**src/rtl/data_sram_if.sv**
```systemverilog
// Sram-like data bus between the MEM-stage bridge (master) and the memory system (slave).
// Two-phase protocol: request accepted on data_addr_ok, completed on data_data_ok.
interface data_sram_if;
    logic        data_req;
    logic        data_wr;
    logic [1:0]  data_size;
    logic [31:0] data_addr;
    logic [3:0]  data_wstrb;
    logic [31:0] data_wdata;
    logic        data_addr_ok;
    logic        data_data_ok;
    logic [31:0] data_rdata;

    modport master (
        output data_req,
        output data_wr,
        output data_size,
        output data_addr,
        output data_wstrb,
        output data_wdata,
        input  data_addr_ok,
        input  data_data_ok,
        input  data_rdata
    );

    modport slave (
        input  data_req,
        input  data_wr,
        input  data_size,
        input  data_addr,
        input  data_wstrb,
        input  data_wdata,
        output data_addr_ok,
        output data_data_ok,
        output data_rdata
    );
endinterface

```
**src/rtl/data_sram_bridge.sv**
```systemverilog
// Turns one MEM-stage load/store into a two-phase sram-like bus transaction, stalling the
// pipeline until it completes and draining (discarding) transactions killed by flush/exception.
module data_sram_bridge #(
    parameter bit KSEG_MAP = 1'b1
) (
    input  logic         clk,
    input  logic         rst,
    input  logic         mem_en,
    input  logic         mem_wen,
    input  logic [31:0]  mem_addr,
    input  logic [3:0]   mem_sel,
    input  logic [31:0]  mem_wdata,
    input  logic [1:0]   mem_size,
    input  logic         mem_except,
    input  logic         flush,
    input  logic         stall_others,
    data_sram_if.master  bus,
    output logic [31:0]  mem_rdata,
    output logic         mem_stall
);

    typedef enum logic [1:0] {
        S_IDLE = 2'd0,
        S_ADDR = 2'd1,
        S_DATA = 2'd2,
        S_DONE = 2'd3
    } state_t;

    state_t      state_reg;
    state_t      state_next;
    logic        discard_reg;
    logic        discard_next;
    logic [31:0] rdata_buf_reg;

    logic        wr_reg;
    logic [1:0]  size_reg;
    logic [31:0] addr_reg;
    logic [3:0]  wstrb_reg;
    logic [31:0] wdata_reg;

    logic        start;
    logic        kill;
    logic        latch_req;
    logic        capture;
    logic        in_flight;
    logic        use_reg;
    logic [31:0] phys_addr;
    logic [3:0]  wstrb_out;
    logic [31:0] wdata_out;

    assign start     = mem_en & ~mem_except & ~flush;
    assign kill      = discard_reg | flush | mem_except;
    assign in_flight = (state_reg == S_ADDR) | (state_reg == S_DATA);
    assign use_reg   = (state_reg != S_IDLE);

    // kseg0/kseg1 are unmapped windows onto the low 512 MB of physical memory.
    generate
        if (KSEG_MAP) begin : g_kseg
            assign phys_addr = (mem_addr[31:30] == 2'b10) ? {3'b000, mem_addr[28:0]} : mem_addr;
        end else begin : g_pass
            assign phys_addr = mem_addr;
        end
    endgenerate

    always_comb begin
        state_next   = state_reg;
        discard_next = discard_reg;
        latch_req    = 1'b0;
        capture      = 1'b0;
        case (state_reg)
            S_IDLE: begin
                if (start) begin
                    latch_req  = 1'b1;
                    state_next = bus.data_addr_ok ? S_DATA : S_ADDR;
                end
            end
            S_ADDR: begin
                if (flush | mem_except) begin
                    discard_next = 1'b1;
                end
                // data_ok cannot arrive with addr_ok, so it is not examined here.
                if (bus.data_addr_ok) begin
                    state_next = S_DATA;
                end
            end
            S_DATA: begin
                if (flush | mem_except) begin
                    discard_next = 1'b1;
                end
                if (bus.data_data_ok) begin
                    discard_next = 1'b0;
                    if (kill) begin
                        state_next = S_IDLE;
                    end else begin
                        state_next = S_DONE;
                        capture    = ~wr_reg;
                    end
                end
            end
            S_DONE: begin
                if (flush | ~stall_others) begin
                    state_next = S_IDLE;
                end
            end
            default: begin
                state_next = S_IDLE;
            end
        endcase
    end

    always_ff @(posedge clk) begin
        if (rst) begin
            state_reg     <= S_IDLE;
            discard_reg   <= 1'b0;
            rdata_buf_reg <= 32'h0;
            wr_reg        <= 1'b0;
            size_reg      <= 2'd0;
            addr_reg      <= 32'h0;
            wstrb_reg     <= 4'h0;
            wdata_reg     <= 32'h0;
        end else begin
            state_reg   <= state_next;
            discard_reg <= discard_next;
            if (capture) begin
                rdata_buf_reg <= bus.data_rdata;
            end
            if (latch_req) begin
                wr_reg    <= mem_wen;
                size_reg  <= mem_size;
                addr_reg  <= phys_addr;
                wstrb_reg <= mem_sel;
                wdata_reg <= mem_wdata;
            end
        end
    end

    // Byte lanes come straight from MEM while idle so the request can go out in the same cycle.
    genvar gi;
    generate
        for (gi = 0; gi < 4; gi++) begin : g_lane
            assign wstrb_out[gi]        = use_reg ? wstrb_reg[gi] : mem_sel[gi];
            assign wdata_out[gi*8 +: 8] = use_reg ? wdata_reg[gi*8 +: 8] : mem_wdata[gi*8 +: 8];
        end
    endgenerate

    always_comb begin
        bus.data_req   = 1'b0;
        bus.data_wr    = 1'b0;
        bus.data_size  = 2'd0;
        bus.data_addr  = 32'h0;
        bus.data_wstrb = 4'h0;
        bus.data_wdata = 32'h0;
        mem_stall      = 1'b0;
        mem_rdata      = 32'h0;
        if (!rst) begin
            bus.data_req   = ((state_reg == S_IDLE) & start) | (state_reg == S_ADDR);
            bus.data_wr    = use_reg ? wr_reg : mem_wen;
            bus.data_size  = use_reg ? size_reg : mem_size;
            bus.data_addr  = use_reg ? addr_reg : phys_addr;
            bus.data_wstrb = wstrb_out;
            bus.data_wdata = wdata_out;
            // A killed transaction still blocks a newly arriving access until it drains.
            mem_stall      = ((state_reg == S_IDLE) & start)
                           | (in_flight & (~discard_reg | mem_en));
            mem_rdata      = rdata_buf_reg;
        end
    end

endmodule

```
**src/flat_wrapper.sv**
```systemverilog
// flat-port wrapper written by rule: the top's interface ports become plain ports
module data_sram_bridge_flat 
#(
    parameter bit KSEG_MAP = 1'b1
)
  (clk, rst, mem_en, mem_wen, mem_addr, mem_sel, mem_wdata, mem_size, mem_except, flush, stall_others, mem_rdata, mem_stall, bus_data_req, bus_data_wr, bus_data_size, bus_data_addr, bus_data_wstrb, bus_data_wdata, bus_data_addr_ok, bus_data_data_ok, bus_data_rdata);
  data_sram_if bus_i ();
  input  logic clk;
  input  logic rst;
  input  logic mem_en;
  input  logic mem_wen;
  input  logic [31:0] mem_addr;
  input  logic [3:0] mem_sel;
  input  logic [31:0] mem_wdata;
  input  logic [1:0] mem_size;
  input  logic mem_except;
  input  logic flush;
  input  logic stall_others;
  output logic [31:0] mem_rdata;
  output logic mem_stall;
  output wire logic [$bits(bus_i.data_req)-1:0] bus_data_req;
  output wire logic [$bits(bus_i.data_wr)-1:0] bus_data_wr;
  output wire logic [$bits(bus_i.data_size)-1:0] bus_data_size;
  output wire logic [$bits(bus_i.data_addr)-1:0] bus_data_addr;
  output wire logic [$bits(bus_i.data_wstrb)-1:0] bus_data_wstrb;
  output wire logic [$bits(bus_i.data_wdata)-1:0] bus_data_wdata;
  input wire logic [$bits(bus_i.data_addr_ok)-1:0] bus_data_addr_ok;
  input wire logic [$bits(bus_i.data_data_ok)-1:0] bus_data_data_ok;
  input wire logic [$bits(bus_i.data_rdata)-1:0] bus_data_rdata;
  assign bus_data_req = bus_i.data_req;
  assign bus_data_wr = bus_i.data_wr;
  assign bus_data_size = bus_i.data_size;
  assign bus_data_addr = bus_i.data_addr;
  assign bus_data_wstrb = bus_i.data_wstrb;
  assign bus_data_wdata = bus_i.data_wdata;
  assign bus_i.data_addr_ok = bus_data_addr_ok;
  assign bus_i.data_data_ok = bus_data_data_ok;
  assign bus_i.data_rdata = bus_data_rdata;
  data_sram_bridge #(.KSEG_MAP(KSEG_MAP)) u_core (.clk(clk), .rst(rst), .mem_en(mem_en), .mem_wen(mem_wen), .mem_addr(mem_addr), .mem_sel(mem_sel), .mem_wdata(mem_wdata), .mem_size(mem_size), .mem_except(mem_except), .flush(flush), .stall_others(stall_others), .bus(bus_i), .mem_rdata(mem_rdata), .mem_stall(mem_stall));
endmodule
```
**config.mk**
```make
export PLATFORM = sky130hd
export DESIGN_NAME = data_sram_bridge_flat
export DESIGN_NICKNAME = d
export VERILOG_FILES = /design/src/rtl/data_sram_if.sv /design/src/rtl/data_sram_bridge.sv /design/src/flat_wrapper.sv
export SDC_FILE = /design/constraint.sdc
export NUM_CORES = 1
export LEC_CHECK = 0
export ABC_CLOCK_PERIOD_IN_PS = 2450
export BUFFER_PORTS_ARGS = -buffer_cell sky130_fd_sc_hd__buf_2
export CAP_MARGIN = 20
export CORE_AREA = 2 2 76 151
export CTS_CLUSTER_SIZE = 30
export DETAILED_ROUTE_END_ITERATION = 12
export DIE_AREA = 0 0 78 153
export PLACE_DENSITY = 0.89
export SETUP_SLACK_MARGIN = 0.15
export SYNTH_ARGS = -nofsm -noshare
export SYNTH_HDL_FRONTEND = slang
export SYNTH_SLANG_ARGS = --single-unit
```
**constraint.sdc**
```tcl
create_clock -name clk -period 2.45 [get_ports clk]
set_clock_uncertainty 0.15 [all_clocks]
set_input_delay 0.245 -clock clk [delete_from_list [all_inputs] [get_ports clk]]
set_output_delay 0.245 -clock clk [all_outputs]
set_load 0.02 [all_outputs]
```
==> results.json, run 1 <==
{
  "routed_wl_um": 15750,
  "async_flop_share_pct": 0,
  "portBuffers": 215,
  "power.share.combinational_pct": 45.6,
  "period_share_pct": 91.07,
  "p_sw_share_pct": 37.61,
  "worstPathArrival_ps": 1840,
  "pin_count": 216,
  "ys_ff_latch": 106,
  "maxCapViolCount": 0,
  "cts_made_buffers": 9,
  "worst_pin_slew_ps": 496.4,
  "start_util_pct": 46.99,
  "vias": 5509,
  "path_max_fanout": 21,
  "cts_setup_buffers": 0,
  "grt_pass1_vias": 5309,
  "grt_overflow": 0,
  "r2r-start": "u_core.state_reg[0]$_SDFFE_PP0P_",
  "die_h_um": 153,
  "stdcell_area_um2": 7377,
  "drc": 0,
  "clkSinkCount": 106,
  "cts_buffer_depth": 2,
  "place_hpwl_um": 9706,
  "min_from": "mem_addr[14]",
  "vdd_drop_max_mv": 0.7996,
  "cellPowerDensity_nw_per_um2": 851.7,
  "grtUsageTotal_pct": 25.24,
  "holdPathStages": 3,
  "cts_root_buf": "clkbuf_16",
  "slew_headroom_pct": 66.91,
  "clk_latency_ps": 340,
  "critPathRequiredTime_ps": 2060,
  "layout-drive-gt1-share_pct": 26.96,
  "antenna_found_initial": 0,
  "synthCells": 679,
  "start_kind": "register",
  "ys.flop_type": "dfxtp_1",
  "p_switching_w": 0.002363,
  "grt_max_degree": 57,
  "rsz0062_at_grt": "false",
  "yosys-top-cells-area": "dfxtp_1, nand2_1, mux2i_1",
  "finalPower_w": 0.006283,
  "setup_viol": 0,
  "hold_path_end": "u_core.addr_reg[14]$_SDFFE_PP0P_",
  "final_net_count": 1053,
  "n_antenna_cell": 0,
  "avgSynthCellArea_um2": 7.481,
  "internal_power_w": 0.003920,
  "synth_nets": 795,
  "p_clk_share_pct": 24.0,
  "status": "finished clean",
  "yosysTopAreaCell": "dfxtp_1",
  "netlist.area_leader.share_pct": 41.77,
  "coreArea_um2": 10810,
  "finalHoldViolCount": 0,
  "syn_to_final_growth_pct": 45.22,
  "n_fill_cell": 837,
  "routedWlPerCell_um": 14.55,
  "synth-edff-count": 0,
  "ant_nets": 0,
  "synth_cell_types": 22,
  "netlist_area_um2": 5080,
  "max_freq_ghz": 0.4482,
  "gp_congestion": 0.8284,
  "end_kind": "output port",
  "drt_iter0_drc": 308,
  "p_leak_nw": 3.519,
  "die_w_um": 78,
  "yosys_warnings": 0,
  "r2r_slack_ps": 360,
  "synthTopCellsByCount": "nand2_1, a21oi_1, dfxtp_1",
  "r2r_cells": 7,
  "drv_slew": 0,
  "cts.clk_slew.worst_paths_ps": 80,
  "synth_most_common_cell": "nand2_1",
  "seqPwrFrac_pct": 30.4,
  "post-route-min-period_ps": 2231,
  "htreeDepth": 3,
  "r2r-end": "u_core.rdata_buf_reg[11]$_SDFFE_PP0P_",
  "hold_path.class": "input pin to register",
  "fin_setup_tns_ps": 0,
  "via_per_inst": 5.091,
  "crit_path_start": "u_core.state_reg[1]$_SDFFE_PP0P_",
  "cts_tree": "yes",
  "fp.dieArea_um2": 11930,
  "grt_pass1_wl_um": 24590,
  "first_pass_iters": 5,
  "rows": 54,
  "dpl_cell_area_um2": 6300,
  "critPathKind": "register to output port",
  "yosysSeqAreaShare_pct": 41.77
}
## per-stage QoR
stage,hold WS [ps],std cells,setup WS [ps],utilization (%)
2_1_floorplan,214.6,679,277.8,-
3_3_place_gp,287.0,993,478.1,58.28
3_5_place_dp,291.7,993,336.1,58.28
4_1_cts,0.09379,1080,162.6,67.80
5_1_grt,0.2128,1082,155.3,68.24
6_report,11.13,1082,218.8,68.24
## cells in the final DEF (no fill, tap or decap), drive strengths merged, types with 9 or more instances in the layout
cell type,instances
buf,228
nand2,205
a21oi,107
dfxtp,106
nor2,74
dlygate4sd3,72
mux2i,70
nor2b,34
clkbuf,10
inv,9
## routing by layer
layer / track usage [%] / share of wire, % / vias to the layer above
met2: 46.72 / 54 / 225
li1: - / - / 2717
met3: 4.486 / 5.3 / 51
met5: 0 / 0 / -
met1: 26.20 / 36 / 2516
met4: 13.62 / 4.3 / 0
## repair_timing
action                                 4_1_cts  5_1_grt
hold buffers                                71        1
endpoints found under the hold margin       71        1
gates cloned                                 0        1
setup endpoints to repair                    1        7
gates resized for setup                      2        3
## logic make-up (layout without fill, tap and decap cells)
family,after synthesis,in the layout,synth area share [%]
AOI/OAI and AO/OA,113,113,11.85
adders and majority gates,5,5,1.232
and+or+nand+nor,326,326,26.72
DFF,106,106,41.77
muxes,70,70,13.79
buffers and inverters,59,322,4.630
## area by class of cell
class | instances | area (um^2) | share of cell area, %
Multi-Input combinational cell | 514 | 2748 | 37.25
Sequential cell | 106 | 2123 | 28.78
Timing Repair Buffer | 301 | 2003 | 27.15
Clock buffer | 9 | 225.2 | 3.053
Tap cell | 140 | 175.2 | 2.374
Clock inverter | 7 | 83.83 | 1.136
Inverter | 5 | 18.77 | 0.2544
## worst max-delay path, stage by stage (launching register included)
cell	delay, ps
dfxtp_1	400
inv_1	110
ha_4	210
buf_16	180
and3_2	220
nor2_2	170
nor2_1	50
buf_2	150
## power groups by stage
| stage | combinational [W] | sequential [W] | clock, W |
|---|---|---|---|
| 2_1_floorplan | 0.00188 | 0.00193 | 0 |
| 3_3_place_gp | 0.00258 | 0.00194 | 0 |
| 3_5_place_dp | 0.00261 | 0.00194 | 0 |
| 4_1_cts | 0.00273 | 0.00190 | 0.00154 |
| 5_1_grt | 0.00305 | 0.00192 | 0.00160 |
| 6_report | 0.00287 | 0.00191 | 0.00151 |
## worst max path at each step
stage / end / slack [ps]
finish: bus_data_req / 220
global route: bus_data_wstrb[0] / 160
global placement: u_core.rdata_buf_reg[4]$_SDFFE_PP0P_ / 480
CTS: bus_data_req / 160
floorplan: bus_data_addr[31] / 280
detailed placement: u_core.rdata_buf_reg[4]$_SDFFE_PP0P_ / 340
(Power assumes the default switching activity.)
==> run 2, diff against run 1 <==
- CORE_AREA: 2 2 76 151 -> 2 2 75 148
- CTS_BUF_LIST: default -> sky130_fd_sc_hd__clkbuf_8
- DIE_AREA: 0 0 78 153 -> 0 0 77 150
- PLACE_DENSITY: 0.89 -> 0.91
- SETUP_SLACK_MARGIN: 0.15 -> 0.5
==> results.json, run 2 (synthesis results as in run 1) <==
{
  "via_per_inst": 5.600,
  "max_freq_ghz": 0.4493,
  "finalHoldViolCount": 0,
  "die_w_um": 77,
  "wl_met3_um": 1457,
  "critPathRequiredTime_ps": 2060,
  "wl_met2_um": 11510,
  "p_switching_w": 0.002991,
  "first_pass_iters": 5,
  "cts_root_buf": "clkbuf_8",
  "grt_pass1_vias": 6142,
  "layout-drive-gt1-share_pct": 40.18,
  "cts_tree": "yes",
  "r2r-start": "u_core.state_reg[0]$_SDFFE_PP0P_",
  "cellPowerDensity_nw_per_um2": 882.8,
  "gp_congestion": 0.8442,
  "p_clk_share_pct": 13.2,
  "grt_pass1_wl_um": 29590,
  "r2r_slack_ps": 380,
  "period_share_pct": 90.84,
  "internal_power_w": 0.004710,
  "rows": 53,
  "fin_cells": 1143,
  "routedWlPerCell_um": 18.77,
  "coreArea_um2": 10480,
  "critPathKind": "register to output port",
  "place_hpwl_um": 9650,
  "drt_iter0_drc": 371,
  "maxCapViolCount": 0,
  "n_fill_cell": 540,
  "power.share.combinational_pct": 61.6,
  "m1WireLength_um": 7075,
  "pin_count": 216,
  "cts_made_buffers": 9,
  "p_sw_share_pct": 38.83,
  "start_util_pct": 48.48,
  "start_kind": "register",
  "final_cell_mix": "nand2_1, buf_2, dfxtp_1, dlygate4sd3_1, a21oi_1",
  "slew_headroom_pct": 69.35,
  "rsz0062_at_grt": "true",
  "cp-endpoint": "bus_data_addr[25]",
  "path_max_fanout": 5,
  "crit_chain": "inv_2, ha_4, buf_12, buf_6, buf_16, mux2i_4, nor2_4, buf_6",
  "final_net_count": 1114,
  "worst_pin_slew_ps": 459.7,
  "final_common_cell": "nand2_1",
  "crit_path_start": "u_core.state_reg[0]$_SDFFE_PP0P_",
  "syn_to_final_growth_pct": 71.72,
  "setup_viol": 0,
  "grtUsageTotal_pct": 32.28,
  "antenna_found_initial": 2,
  "vias": 6401,
  "top_layer_used": "met4",
  "path_depth": 8,
  "ant_nets": 0,
  "p_leak_nw": 3.734,
  "hold_path.class": "input pin to register",
  "worstPathArrival_ps": 1830,
  "vdd_drop_max_mv": 0.5985,
  "post-route-min-period_ps": 2226,
  "portBuffers": 215,
  "r2r-end": "u_core.state_reg[1]$_SDFFE_PP0P_",
  "crit_buf_inv": 5,
  "drv_slew": 0,
  "fp.dieArea_um2": 11550,
  "clkSinkCount": 106,
  "crit_path_frequent_cell": "buf_6",
  "die_h_um": 150,
  "clk_latency_ps": 380,
  "status": "finished clean",
  "htreeDepth": 3,
  "slowest_delay_ps": 360,
  "seqPwrFrac_pct": 25.2,
  "end_kind": "output port",
  "grt_max_degree": 56,
  "crit_slowest_cell": "dfxtp_2",
  "grt_overflow": 0,
  "routed_wl_um": 21450,
  "cts.clk_slew.worst_paths_ps": 100,
  "cts_buffer_depth": 2,
  "fin_setup_tns_ps": 0,
  "r2r_cells": 9,
  "dp.cells": 990,
  "crit_family": "buffers and inverters",
  "drc": 0
}
## run 2: cell count changes in the layout (fill, tap and decap cells not counted), moves of 7 or more
cell / previous run / this run
buf_4: 8 / 24
mux2i_4: 0 / 11
buf_6: 1 / 33
mux2i_2: 1 / 26
clkbuf_16: 10 / 3
clkbuf_8: 0 / 10
buf_2: 214 / 180
mux2i_1: 69 / 33
nor2_2: 1 / 69
nor2_1: 73 / 3
dlygate4sd3_1: 72 / 103
## run 2: what timing repair did
item                                    4_1_cts  5_1_grt
setup buffers                                14        8
gates cloned                                  5        4
gates resized for setup                      74       82
pin swaps                                     5        6
hold buffers                                103        0
hold endpoints to repair                    103        0
endpoints found under the setup margin       80      115
## run 2: metrics by stage
step / util (%) / power (W) / cell area, um^2 / setup WS (ps) / hold slack (ps)
finish: 83.26 / 0.007701 / 8723 / 224.4 / 64.69
global route: 83.23 / 0.007975 / 8721 / 135.2 / 66.50
CTS: 78.24 / 0.006809 / 8198 / 285.1 / 6.039
detailed placement: 61.95 / 0.004675 / 6491 / 486.1 / 291.9
global placement: 61.95 / 0.004631 / 6491 / 530.6 / 286.3
floorplan: - / 0.003999 / 5283 / 501.1 / 214.6
## run 2: metal layers
layer  vias up  GRT usage [%]
li1       2851              -
met1      3026          31.62
met2       406          59.91
met3       118          6.273
met4         0          22.41
met5         -              0
## run 2: layout make-up
class | count | area (um^2) | area share (%)
multi-input cells | 514 | 3244 | 37.19
clock inverters | 6 | 42.54 | 0.4877
clock buffers | 10 | 137.6 | 1.578
repair buffers | 362 | 2972 | 34.06
inverters | 5 | 21.27 | 0.2438
diodes | 3 | 7.507 | 0.08606
well taps | 137 | 171.4 | 1.965
flip-flops and latches | 106 | 2127 | 24.38
## run 2: worst min path at each step
stage | start | end | slack, ps | cells after the start
2_1_floorplan | bus_data_data_ok | u_core.discard_reg$_SDFFE_PP0P_ | 210 | 1
3_3_place_gp | u_core.rdata_buf_reg[5]$_SDFFE_PP0P_ | u_core.rdata_buf_reg[5]$_SDFFE_PP0P_ | 290 | 2
3_5_place_dp | u_core.rdata_buf_reg[17]$_SDFFE_PP0P_ | u_core.rdata_buf_reg[17]$_SDFFE_PP0P_ | 290 | 2
4_1_cts | mem_addr[30] | u_core.addr_reg[31]$_SDFFE_PP0P_ | 6 | 3
5_1_grt | mem_addr[30] | u_core.addr_reg[31]$_SDFFE_PP0P_ | 70 | 3
6_report | bus_data_addr_ok | u_core.state_reg[0]$_SDFFE_PP0P_ | 60 | 3
## run 2: power by group through the flow
stage / combinational [W] / sequential (W) / clock [W]
6_report: 0.00475 / 0.00194 / 0.00102
2_1_floorplan: 0.00207 / 0.00193 / 0
3_5_place_dp: 0.00273 / 0.00195 / 0
4_1_cts: 0.00386 / 0.00191 / 0.00104
5_1_grt: 0.00494 / 0.00194 / 0.00109
3_3_place_gp: 0.00269 / 0.00194 / 0
## run 2: worst register-to-register path, stage by stage, from the launching register on
cell	delay [ps]
dfxtp_2	360
inv_2	60
ha_4	170
buf_4	160
clkbuf_16	170
buf_4	160
a2111oi_4	330
buf_4	200
o311ai_2	100
a21oi_1	140
